<file path="config.mk">
export PLATFORM = sky130hd
export DESIGN_NAME = ball_server
export DESIGN_NICKNAME = d
export VERILOG_FILES = /design/src/rtl/ball_server_pkg.sv /design/src/rtl/ball_server_edge_detect.sv /design/src/rtl/ball_server.sv
export SDC_FILE = /design/constraint.sdc
export NUM_CORES = 1
export LEC_CHECK = 0
export ABC_AREA = 1
export CAP_MARGIN = 15
export CORE_MARGIN = 4
export CORE_UTILIZATION = 40
export CTS_BUF_LIST = sky130_fd_sc_hd__clkbuf_2
export CTS_CLUSTER_SIZE = 24
export DETAILED_ROUTE_END_ITERATION = 8
export HOLD_SLACK_MARGIN = 0.05
export PLACE_DENSITY = 0.68
export SLEW_MARGIN = 20
export SYNTH_ARGS = -nofsm -noshare
export SYNTH_HDL_FRONTEND = slang
export SYNTH_SLANG_ARGS = --single-unit
</file>
<file path="constraint.sdc">
create_clock -name clk -period 3.6 [get_ports clk]
set_input_delay 0.54 -clock clk [delete_from_list [all_inputs] [get_ports clk]]
set_output_delay 0.54 -clock clk [all_outputs]
set_load 0.005 [all_outputs]
</file>
<file path="src/rtl/ball_server_pkg.sv">
// rtl/ball_server_pkg.sv - shared constants and state encoding for the serve/respawn controller
//
// Holds the ball start-position constants, the default hold length and the
// two-bit state encoding used by ball_server.
package ball_server_pkg;

  localparam logic [9:0] BALLX           = 10'd160;
  localparam logic [9:0] BALLY           = 10'd200;
  localparam logic [7:0] HOLD_FRAMES_DEF = 8'd60;

  typedef enum logic [1:0] {
    WAIT_LAUNCH = 2'd0,
    PLAY        = 2'd1,
    HOLD        = 2'd2,
    GAME_OVER   = 2'd3
  } state_t;

endpackage

</file>
<file path="src/rtl/ball_server_edge_detect.sv">
// rtl/ball_server_edge_detect.sv - 1-bit rising-edge detector with configurable reset value
//
// Ports:
//   clk    in  system clock
//   resetn in  asynchronous active-low reset
//   d      in  level input (already synchronised)
//   rise   out combinational: d is high now and was low last cycle
//
// RESET_VAL = 1 makes a level that is already high when reset is released
// look "old", so it must drop and rise again before an edge is reported.
module edge_detect #(
  parameter logic RESET_VAL = 1'b0
) (
  input  logic clk,
  input  logic resetn,
  input  logic d,
  output logic rise
);

  logic q;

  always_ff @(posedge clk or negedge resetn) begin
    if (!resetn) begin
      q <= RESET_VAL;
    end else begin
      q <= d;
    end
  end

  assign rise = d & ~q;

endmodule

</file>
<file path="src/rtl/ball_server.sv">
// rtl/ball_server.sv - serve/respawn controller: freezes, reloads and relaunches the ball
//
// Ports:
//   clk, resetn   clock, asynchronous active-low reset
//   tick          one-cycle frame strobe
//   life_lost     one-cycle pulse, a life was spent
//   game_over     level, health exhausted (sticky GAME_OVER until reset)
//   launch        launch button level (synchronised)
//   ball_hold     1 = ball motion frozen
//   ball_load     one-cycle pulse, ball loads ball_x_init / ball_y_init
//   ball_x_init   constant START_X
//   ball_y_init   constant START_Y
//   dir_x         serve x direction, valid while ball_hold = 1
//   dir_y         constant 0 (upward)
//   serve_count   launches since reset, saturating at 255
//   dead          1 = GAME_OVER
module ball_server
  import ball_server_pkg::*;
#(
  parameter logic [9:0] START_X     = BALLX,
  parameter logic [9:0] START_Y     = BALLY,
  parameter logic [7:0] HOLD_FRAMES = HOLD_FRAMES_DEF
) (
  input  logic       clk,
  input  logic       resetn,
  input  logic       tick,
  input  logic       life_lost,
  input  logic       game_over,
  input  logic       launch,
  output logic       ball_hold,
  output logic       ball_load,
  output logic [9:0] ball_x_init,
  output logic [9:0] ball_y_init,
  output logic       dir_x,
  output logic       dir_y,
  output logic [7:0] serve_count,
  output logic       dead
);

  state_t     state_q, state_d;
  logic [7:0] hold_cnt_q, hold_cnt_d;
  logic       launch_rise;
  logic       serve;
  logic       load_d;

  // Reset value 1: a button held through reset must be released before it serves.
  edge_detect #(.RESET_VAL(1'b1)) u_launch_edge (
    .clk    (clk),
    .resetn (resetn),
    .d      (launch),
    .rise   (launch_rise)
  );

  always_comb begin
    state_d    = state_q;
    hold_cnt_d = hold_cnt_q;
    serve      = 1'b0;
    load_d     = 1'b0;

    case (state_q)
      WAIT_LAUNCH: begin
        if (launch_rise) begin
          state_d = PLAY;
          serve   = 1'b1;
        end
      end
      PLAY: begin
        // A tick in the same cycle as the loss is not counted.
        if (life_lost) begin
          state_d    = HOLD;
          hold_cnt_d = 8'd0;
        end
      end
      HOLD: begin
        if (tick) begin
          if (hold_cnt_q == HOLD_FRAMES - 8'd1) begin
            state_d    = WAIT_LAUNCH;
            hold_cnt_d = 8'd0;
            load_d     = 1'b1;
          end else begin
            hold_cnt_d = hold_cnt_q + 8'd1;
          end
        end
      end
      GAME_OVER: begin
        state_d = GAME_OVER;
      end
    endcase

    // game_over overrides any serve, reload or counting in the same cycle.
    if (game_over) begin
      state_d    = GAME_OVER;
      hold_cnt_d = hold_cnt_q;
      serve      = 1'b0;
      load_d     = 1'b0;
    end
  end

  always_ff @(posedge clk or negedge resetn) begin
    if (!resetn) begin
      state_q     <= WAIT_LAUNCH;
      hold_cnt_q  <= 8'd0;
      ball_hold   <= 1'b1;
      ball_load   <= 1'b0;
      dead        <= 1'b0;
      serve_count <= 8'd0;
      dir_x       <= 1'b0;
    end else begin
      state_q    <= state_d;
      hold_cnt_q <= hold_cnt_d;
      // Outputs follow the next state so they line up with the state register.
      ball_hold  <= (state_d != PLAY);
      ball_load  <= load_d;
      dead       <= (state_d == GAME_OVER);
      if (serve) begin
        if (serve_count != 8'd255) begin
          serve_count <= serve_count + 8'd1;
        end
        dir_x <= ~dir_x;
      end
    end
  end

  assign ball_x_init = START_X;
  assign ball_y_init = START_Y;
  assign dir_y       = 1'b0;

endmodule

</file>
### Yosys cells after proc, flatten, opt, wreduce, memory -nomap -nowiden

Cells that the tools add are included.

| word-level totals | value |
|---|---|
| bits in registers | 23 |
| input port bits | 6 |
| output and inout bits | 33 |
| logic and storage cells | 44 |

| cells by class | value |
|---|---|
| add/sub/neg operators | 2 |
| eq/ne operators | 9 |
| muxes and demuxes | 17 |
| bitwise logic cells | 4 |
| reduce and logical (&&, ||, !) cells | 4 |

Operator list:

| kind | number |
|---|---|
| $mux 8 | 3 |
| $add 8x1->8 const B | 2 |
| $pmux 8 s2 | 1 |
| $mux 2 | 5 |
| $eq 8x6->1 const B | 1 |
| $ne 8x8->1 const B | 1 |
| $pmux 2 s4 | 1 |
| $mux 1 | 7 |
| $eq 2x2->1 const B | 3 |
| $ne 2x2->1 const B | 2 |
| $reduce_and 4->1 | 1 |
| $not 1->1 | 3 |
| $eq 2x1->1 const B | 1 |
| $logic_not 2->1 | 1 |
| $ne 2x1->1 const B | 1 |
| $reduce_and 2->1 | 1 |
| $reduce_bool 2->1 | 1 |
| $and 1x1->1 | 1 |

### Depth between registers and ports, before layout

Gate-level depths: netlist of run 1.

| logic depth | value |
|---|---|
| depth after elaboration | 6 |
| depth in mapped cells | 11 |
| gate-level depth less buffers | 11 |

### Hierarchy

A second synthesis of run 1 with hierarchy kept.

| second synthesis, totals | value |
|---|---|
| cells, all modules | 179 |
| area, all modules | 1,413.9 µm² |

By module, submodules not included:

| module | times used | cells an instance | area each (µm²) | sequential area each (µm²) |
|---|---|---|---|---|
| ball_server | 1 | 176 | 1,377.6 | 551.8 |
| edge_detect | 1 | 3 | 36.3 | 26.3 |

### Worst setup path before layout of run 1

Ideal clock, no wire load.

| path | value |
|---|---|
| kind | flip-flop to flip-flop |
| from | register state_q[1] |
| to | register hold_cnt_q[3] |
| library setup time | 120 ps |
| arrival time | 1,346 ps |
| required time | 3,480 ps |
| slack | 2,134 ps |
| cell stages (with the launch flop) | 9 |
| period minus slack after synthesis | 1,466 ps |
| cells stage by stage | dfrtp_1 -> inv_1 -> ha_1 -> nand2_1 -> nor2_1 -> nand2_1 -> inv_2 -> nand2_1 -> and3_1 |

| on the way | value |
|---|---|
| longest elaborated chain between the ends | 3 |
| elaborated cells between the ends (all ways) | 7 |
| classes of those cells | eq/ne: 4; mux: 1; reduce/logical: 2 |

Ends and longest elaborated chain:

| element | line | text |
|---|---|---|
| start: declaration | ball_server.sv:40 | `state_t state_q, state_d;` |
| start signal: assignment | ball_server.sv:109 | `state_q <= state_d;` |
| $eq 2x1->1 or $eq 2x2->1 (tied branches) | ball_server.sv:60 | `case (state_q)` |
| $ne 2x2->1 (no source line) or $reduce_bool 2->1 (tied branches) | n/a |  |
| $reduce_and 4->1 (no source line) | n/a |  |
| end signal: assignment | ball_server.sv:110 | `hold_cnt_q <= hold_cnt_d;` |
| end: declaration | ball_server.sv:41 | `logic [7:0] hold_cnt_q, hold_cnt_d;` |

Parallel ways exist; a longest one is shown, timed or not.
A chain may end at the register's enable or synchronous reset.

### Worst setup path after layout of run 1

| path | value |
|---|---|
| from | register ball_hold |
| to | output ball_hold |

RTL lines:

| element | line | text |
|---|---|---|
| start: declaration | ball_server.sv:30 | `output logic ball_hold,` |
| start signal: assignment | ball_server.sv:112 | `ball_hold <= (state_d != PLAY);` |

No word-level cell between the ends.

==> flow_summary.json, run 1 <==
{
  "outcome": "finished, final reports clean",
  "worst-path-buf-inv": 1,
  "grt_pass1_vias": 993,
  "crit_chain": "clkdlybuf4s50_1",
  "post_cts_buffers": 0,
  "min_period_ps": 1930,
  "initialDrtViolationCount": 36,
  "synth_top_area_share_pct": 37.0,
  "rsz0062_at_grt": "no",
  "tightest_slew_ps": 510,
  "crit_family": "flip-flops",
  "synth_warnings": 0,
  "layout_setup_ws_ps": 1670,
  "cts_tree": "done",
  "grt_usage_pct": 11.8,
  "worstPathArrival_ps": 1390,
  "ir_drop_mv": 0.263,
  "timing.setup.tns_ps": 0,
  "die_x_um": 67.6,
  "gpl.final_weighted_congestion": 0.791,
  "vias_per_cell": 4.38,
  "postRouteAntennaNets": 0,
  "drive_gt1_share_pct": 6.03,
  "dpl.hpwl_mm": 1.91,
  "cp_slowest_cell": "dfstp_2",
  "finalSetupViolations": 0,
  "pwr_density_cell_mw_per_mm2": 334,
  "cts-hold-fix-buffers": 0,
  "critPathRequiredTime_ps": 3060,
  "synth.area.top_cells": "dfrtp_1 (37%), nand2_1 (12%), buf_4 (11%)",
  "syn_inst": 181,
  "yosysSeqAreaShare_pct": 40.7,
  "synthTopCellsByCount": "nand2_1 (47), inv_1 (22), buf_4 (21), dfrtp_1 (21), nor2_1 (19)",
  "cts_buffers": 3,
  "finalHoldViolCount": 0,
  "cts.sinks": 23,
  "die_h_um": 67.6,
  "clk_latency_ps": 330,
  "drcViolationCount": 0,
  "finClkSkew_ps": 2.20,
  "grt_max_degree": 24,
  "critical-path-max-stage-delay_ps": 560,
  "drt_pass1_iterations": 4,
  "end_kind": "primary output",
  "dieArea_mm2": 0.00456,
  "syn2layout_area_growth_pct": 10.2,
  "worst-setup-path-type": "register to primary output",
  "start_util_pct": 41.9,
  "rows": 21,
  "vias": 1074,
  "synth_flop_cell": "dfrtp_1",
  "wirelength_mm": 2.40,
  "diodes": 0,
  "crit_path_start_kind": "register",
  "num_io_pins": 39,
  "core_area_mm2": 0.00339,
  "grt_overflow": 0,
  "root_buffer": "clkbuf_2",
  "synth-edff-count": 0,
  "finalMaxSlewViolations": 0,
  "grt_pass1_wl_mm": 4.10,
  "avgSynthCellArea_um2": 7.84,
  "cap_viol_max_count": 0,
  "clk_pin_slew_ps": 200,
  "antenna_found_initial": 0,
  "cp_max_fo": 1,
  "wl_per_cell_um": 9.80,
  "syn-cell-area_mm2": 0.00142,
  "port_buffers": 17,
  "synth_cell_types": 24,
  "min_period_over_period_pct": 53.5,
  "nNetsFinal": 212,
  "crit_path_start": "ball_hold$_DFF_PN1_",
  "htreeDepth": 1,
  "cts_resized": 0,
  "synthArstFlopShare_pct": 100,
  "slew_headroom_pct": 66.0,
  "clock.fmax_mhz": 519,
  "leakage_nw": 0.801,
  "synth_largest_area_cell": "dfrtp_1",
  "r2r-start": "state_q[1]$_DFF_PN0_",
  "hold_path.class": "input port to asynchronous set/reset pin",
  "final_util_pct": 46.1,
  "ys_seq_elements": 23,
  "pre_cts_ws_ps": 1630,
  "cts_buffer_depth": 2,
  "synth_most_common_cell": "nand2_1"
}
flip-flops by register name, indices dropped and copies added (netlist names):
signal	cells
u_launch_edge.q	1
hold_cnt_q	8
dead	1
ball_load	1
serve_count	8
dir_x	1
ball_hold	1
state_q	2
worst paths after layout:
path	endpoint	slack, ps	cells after the start
min reg2reg	dir_x$_DFFE_PN0P_	480	1
max	ball_hold	1670	1
min in group clk	dir_x$_DFFE_PN0P_	480	1
min	serve_count[4]$_DFFE_PN0P_	140	1
max reg2reg	hold_cnt_q[3]$_DFFE_PN0P_	1920	8
max in group asynchronous	ball_hold$_DFF_PN1_	3100	1
final cells by class:
type | count | area [µm²]
Sequential cell | 23 | 578
Clock buffer | 4 | 20.0
Timing Repair Buffer | 17 | 165
Inverter | 23 | 86.3
Tap cell | 46 | 57.6
Fill cell | 353 | 1830
Multi-Input combinational cell | 132 | 657
through the flow:
stage | instance area [µm²] | cells | hold slack, ps | total power [mW]
6_report | 1560 | 245 | 139 | 0.522
5_1_grt | 1560 | 245 | 127 | 0.564
4_1_cts | 1570 | 245 | 491 | 0.531
3_5_place_dp | 1550 | 241 | 467 | 0.425
3_3_place_gp | 1550 | 241 | 471 | 0.424
2_1_floorplan | 1490 | 200 | 244 | 0.400
placed cells by master, fill, tap and decap left out:
cell and count:
a21oi_1 3, a31oi_1 1, and3_1 1, buf_2 1, clkbuf_2 4, clkdlybuf4s50_1 16, conb_1 21, dfrtp_1 21
dfstp_2 2, ha_1 6, inv_1 22, inv_2 1, nand2_1 47, nand2_2 1, nand3_1 8, nand3_2 2
nand4_1 2, nor2_1 19, nor3_1 3, nor3_4 1, o21a_1 1, o21ai_0 6, o21ai_1 2, xnor2_1 4
xor2_1 4
metal layers:
metal | wire length, µm | vias up | track usage (%)
met4 | 30 | 0 | 3.04
li1 | - | 555 | -
met1 | 1090 | 487 | 15.0
met5 | 0 | - | 0
met3 | 137 | 4 | 3.49
met2 | 1140 | 28 | 19.6
power breakdown:
group	switching (mW)	total (mW)	leakage [nW]	internal, mW
Combinational	0.0631	0.108	0.489	0.0447
Sequential	0.0219	0.311	0.296	0.290
Clock	0.0736	0.103	0.0166	0.0294
cell families (layout without fill, tap and decap cells):
family / Yosys count / count (layout) / share of synthesized area (%)
xor+xnor: 8 / 8 / 4.94
flops: 23 / 23 / 40.7
fa+ha+maj: 6 / 6 / 5.29
buf+inv: 45 / 44 / 18.0
simple gates: 84 / 84 / 25.7
compound gates: 13 / 13 / 4.85
other cells: 2 / 21 / 0.529
Power figures use the tool's default switching activity.
==> run 2, diff against run 1 <==
- clock period: 3.6 -> 2 ns (I/O delays scaled with it)
==> run 2 against run 1 <==
  * Critical path depth stayed put
  * Global-route usage is 0.52 points higher
  * Combinational power is 82% higher
  * Clock power is 72% higher
  * Total power is 79% higher
  * Clock skew is 13 ps higher
  * Core utilization is 0.37 points higher
  * First-iteration DRC count is 5.6% higher
  * Count of clock-buffer cells in the layout stayed put
  * Routed wire length is 0.29% higher
  * Sequential share of layout area is 0.29 points lower
  * Final cell count is 0.41% higher
  * Critical path type unchanged
  * Largest power group unchanged
==> flow_summary.json, run 2 (synthesis gave the netlist of run 1 again) <==
{
  "cts_tree": "done",
  "design_area_mm2": 0.00158,
  "cp_max_fo": 1,
  "worst-path-buf-inv": 1,
  "wl_per_cell_um": 9.79,
  "drcViolationCount": 0,
  "dr_wl_met2_mm": 1.18,
  "clk_pin_slew_ps": 200,
  "finalHoldViolCount": 0,
  "cts-hold-fix-buffers": 0,
  "vias": 1052,
  "postRouteAntennaNets": 0,
  "port_buffers": 17,
  "post_cts_buffers": 0,
  "die_x_um": 67.6,
  "dpl_cell_area_mm2": 0.00156,
  "dieArea_mm2": 0.00456,
  "grt_pass1_wl_mm": 4.27,
  "finClkSkew_ps": 15.3,
  "grt_max_degree": 15,
  "num_io_pins": 39,
  "hold_path.class": "input port to asynchronous set/reset pin",
  "dpl.hpwl_mm": 1.98,
  "layout_commonest_cell": "nand2_1",
  "wirelength_mm": 2.41,
  "drive_gt1_share_pct": 6.00,
  "vias_per_cell": 4.28,
  "pwr_density_cell_mw_per_mm2": 594,
  "nNetsFinal": 213,
  "holdWs_ps": 265,
  "timing.setup.tns_ps": 0,
  "initialDrtViolationCount": 38,
  "rsz0062_at_grt": "no",
  "crit_family": "flip-flops",
  "gpl.final_weighted_congestion": 0.806,
  "syn2layout_area_growth_pct": 11.1,
  "grt_overflow": 0,
  "critical-path-max-stage-delay_ps": 550,
  "finalMaxSlewViolations": 0,
  "worst-setup-path-type": "register to primary output",
  "grt_usage_pct": 12.3,
  "die_h_um": 67.6,
  "wl_met3_um": 130,
  "drt_pass1_iterations": 4,
  "grt_pass1_vias": 1010,
  "cts.sinks": 23,
  "cts_resized": 0,
  "antenna_found_initial": 0,
  "min_period_over_period_pct": 82.4,
  "finalSetupViolations": 0,
  "crit_chain": "clkdlybuf4s50_1",
  "clock.fmax_mhz": 607,
  "ir_drop_mv": 0.487,
  "core_area_mm2": 0.00339,
  "final_util_pct": 46.5,
  "min_period_ps": 1650,
  "diodes": 0,
  "clk_latency_ps": 310,
  "start_util_pct": 41.9,
  "outcome": "finished, final reports clean",
  "pre_cts_ws_ps": 274,
  "root_buffer": "clkbuf_2",
  "nFillCells": 338,
  "end_kind": "primary output",
  "leakage_nw": 0.806,
  "crit_path_start_kind": "register",
  "layout_common_cells": "nand2_1 (47), inv_1 (22), conb_1 (21), dfrtp_1 (21), nor2_1 (19)",
  "rows": 21,
  "cts_buffer_depth": 2,
  "cts_buffers": 3,
  "cp_slowest_cell": "dfstp_2",
  "htreeDepth": 1,
  "top_layer_used": "met4",
  "met1Wirelength_mm": 1.07,
  "critPathRequiredTime_ps": 1700,
  "placed_cells": 242,
  "biggestRegsByFlops": "hold_cnt_q: 8 flops, serve_count: 8 flops, state_q: 2 flops",
  "worstPathArrival_ps": 1350,
  "stdcell_count": 246,
  "layout_setup_ws_ps": 352,
  "finalPower_mw": 0.936,
  "cap_viol_max_count": 0
}
## run 2: cell types whose count changed in the layout (fill, tap and decap cells not counted), sizes merged
| cell | previous run | this run |
|---|---|---|
| clkdlybuf4s50 | 16 | 17 |
## run 2: final timing paths
path	start	end	slack (ps)	cells after the start
worst min register to register	dir_x$_DFFE_PN0P_	dir_x$_DFFE_PN0P_	490	1
max in group asynchronous	resetn	hold_cnt_q[0]$_DFFE_PN0P_	1170	2
worst max-delay path	ball_hold$_DFF_PN1_	ball_hold	350	1
worst max register to register	state_q[1]$_DFF_PN0_	hold_cnt_q[3]$_DFFE_PN0P_	350	8
min in group clk	launch	u_launch_edge.q$_DFF_PN1_	420	1
worst min-delay path	resetn	serve_count[4]$_DFFE_PN0P_	270	1
## run 2: layer usage
layer / up-vias / GRT usage [%]
met2: 29 / 21.4
met5: - / 0
met4: 0 / 3.04
met1: 468 / 15.1
li1: 553 / -
met3: 2 / 3.33
## run 2: layout make-up
class | count | area (µm²) | area share [%]
Inverter | 23 | 86.3 | 5.48
Timing Repair Buffer | 18 | 178 | 11.3
Multi-Input combinational cell | 132 | 657 | 41.7
Tap cell | 46 | 57.6 | 3.65
Sequential cell | 23 | 578 | 36.7
Clock buffer | 4 | 20.0 | 1.27
## run 2: report_power, final
| group | leakage, nW | switching [mW] | internal [mW] |
|---|---|---|---|
| Sequential | 0.296 | 0.0411 | 0.521 |
| Combinational | 0.493 | 0.114 | 0.0832 |
| Clock | 0.0166 | 0.124 | 0.0530 |
| Total | 0.806 | 0.279 | 0.657 |
==> run 3, diff against run 2 <==
- PLACE_DENSITY: 0.68 -> 0.71
- clock period: 2 -> 1.46 ns (I/O delays scaled with it)
==> run 3 against run 2 <==
  * Worst hold slack got worse by 61 ps
  * Clock power rose by 45%
  * Combinational power rose by 140%
  * Largest cell class unchanged
  * First-iteration DRC count fell by 76%
  * Critical path depth rose by 7
  * Register-to-register slack got worse by 320 ps
==> flow_summary.json, run 3 (synthesis gave the netlist of run 1 again) <==
{
  "outcome": "finished, final reports clean",
  "cts_buffer_depth": 2,
  "critPathRequiredTime_ps": 1740,
  "finalMaxSlewViolations": 0,
  "rsz0062_at_grt": "yes",
  "dpl.hpwl_mm": 1.99,
  "comb_power_share_pct": 31.6,
  "core_area_mm2": 0.00339,
  "min_period_ps": 1430,
  "layout_common_cells": "nand2_1 (34), buf_4 (30), conb_1 (21), dfrtp_1 (19), inv_1 (17)",
  "vias": 1243,
  "cp_max_fo": 8,
  "p_sw_mw": 0.482,
  "syn2layout_area_growth_pct": 46.1,
  "wirelength_mm": 3.05,
  "drive_gt1_share_pct": 35.7,
  "crit_chain": "ha_4 > nand3_4 > nor3_4 > nand3_2 > nand2_4 > buf_12 > nand2_1 > o21ai_1",
  "grt_overflow": 0,
  "internal_power_mw": 1.01,
  "cts.sinks": 23,
  "crit_path_start": "serve_count[1]$_DFFE_PN0P_",
  "drcViolationCount": 0,
  "pwr_density_cell_mw_per_mm2": 719,
  "port_buffers": 17,
  "ir_drop_mv": 0.564,
  "grt_max_degree": 24,
  "antenna_found_initial": 0,
  "cap_viol_max_count": 0,
  "cts_tree": "done",
  "cp_slowest_cell": "dfrtp_1",
  "placed_cells": 259,
  "cts_buffers": 3,
  "swShare_pct": 32.3,
  "worst-setup-path-type": "register to register",
  "hold_path.class": "input port to asynchronous set/reset pin",
  "clk_latency_ps": 330,
  "grt_usage_pct": 12.3,
  "wl_per_cell_um": 10.9,
  "r2r-start": "serve_count[1]$_DFFE_PN0P_",
  "min_period_over_period_pct": 97.8,
  "postRouteAntennaNets": 0,
  "dpl_cell_area_mm2": 0.00170,
  "drt_pass1_iterations": 4,
  "gpl.final_weighted_congestion": 0.814,
  "biggestRegsByFlops": "hold_cnt_q: 8 flops, serve_count: 8 flops, state_q: 2 flops",
  "finClkSkew_ps": 24.8,
  "layout_commonest_cell": "nand2_1",
  "worst-path-buf-inv": 1,
  "vias_per_cell": 4.42,
  "cts-hold-fix-buffers": 0,
  "end_kind": "register",
  "rows": 21,
  "holdWs_ps": 204,
  "grt_pass1_vias": 1035,
  "critical-path-max-stage-delay_ps": 450,
  "clk_pin_slew_ps": 220,
  "die_h_um": 67.6,
  "crit_family": "simple AND/OR/NAND/NOR gates",
  "finalSetupViolations": 0,
  "root_buffer": "clkbuf_2",
  "design_area_mm2": 0.00207,
  "htreeDepth": 1,
  "crit_path_start_kind": "register",
  "dieArea_mm2": 0.00456,
  "diodes": 0,
  "worstPathArrival_ps": 1710,
  "final_util_pct": 61.2,
  "stdcell_count": 281,
  "nNetsFinal": 248,
  "num_io_pins": 39,
  "leakage_nw": 1.14,
  "pwr-share-clk_pct": 17.2,
  "finalHoldViolCount": 0,
  "p_seq_share_pct": 51.3,
  "die_x_um": 67.6,
  "initialDrtViolationCount": 9,
  "grt_pass1_wl_mm": 4.32,
  "start_util_pct": 41.9,
  "clock.fmax_mhz": 700
}
==> run 3: changes by cell type in the layout (fill, tap and decap cells not counted), moves of 4 or more <==
| cell | previous run | this run |
|---|---|---|
| buf_4 | 1 | 30 |
| dlymetal6s2s_1 | 0 | 8 |
| nor2_4 | 0 | 4 |
| nor2_1 | 19 | 13 |
| clkdlybuf4s50_1 | 17 | 5 |
| nand2_2 | 1 | 9 |
| inv_1 | 22 | 17 |
| nand2_1 | 47 | 34 |
| o21ai_0 | 6 | 0 |
| nand2_4 | 0 | 5 |
| ha_4 | 0 | 4 |
| buf_6 | 0 | 5 |
| o21ai_1 | 2 | 7 |
| ha_1 | 6 | 2 |
==> run 3: power groups by stage <==
stage | clock [mW] | sequential (mW) | combinational, mW
after floorplan | 0 | 0.770 | 0.219
after global placement | 0 | 0.771 | 0.320
after detailed placement | 0 | 0.775 | 0.318
after CTS | 0.265 | 0.763 | 0.325
after global routing | 0.295 | 0.771 | 0.535
final | 0.256 | 0.764 | 0.471
==> run 3: worst reg2reg max path: stages, from the launching register on <==
cell and delay [ps]:
dfrtp_1 450, ha_4 170, nand3_4 70, nor3_4 220, nand3_2 120, nand2_4 120
buf_12 120, nand2_1 40, o21ai_1 70
==> run 3: cell type report <==
| cell class | count | area, µm² |
|---|---|---|
| clock buffers | 4 | 20.0 |
| multi-input cells | 132 | 832 |
| fillers | 285 | 1320 |
| repair buffers | 53 | 484 |
| inverters | 23 | 98.8 |
| well taps | 46 | 57.6 |
| flip-flops and latches | 23 | 581 |
==> run 3: per-layer routing <==
metal	global-route usage (%)	routed length (µm)	vias up
met4	1.52	29	0
met3	3.66	139	4
met5	0	0	-
met2	20.7	1630	26
li1	-	-	626
met1	16.0	1250	587
==> run 3: stage by stage <==
stage | setup TNS (ps) | worst slack (ps) | total power, mW
finish | 0 | 32.0 | 1.49
global route | -911 | -102 | 1.60
CTS | 0 | 4.00 | 1.35
detailed placement | -343 | -79.1 | 1.09
global placement | -110 | -46.3 | 1.09
floorplan | 0 | 5.61 | 0.988
==> run 3: final timing paths <==
kind,endpoint,slack (ps),depth (start not counted)
setup reg to reg,serve_count[5]$_DFFE_PN0P_,30,8
hold / removal,hold_cnt_q[7]$_DFFE_PN0P_,200,2
min in group clk,u_launch_edge.q$_DFF_PN1_,330,1
hold reg to reg,hold_cnt_q[5]$_DFFE_PN0P_,520,2
setup / recovery,serve_count[5]$_DFFE_PN0P_,30,8
max in group asynchronous,u_launch_edge.q$_DFF_PN1_,940,2
==> run 3: what timing repair did <==
action	in CTS	in global routing
buffers inserted	7	11
endpoints found under the setup margin	13	28
resized for setup	9	71
pin swaps	2	21
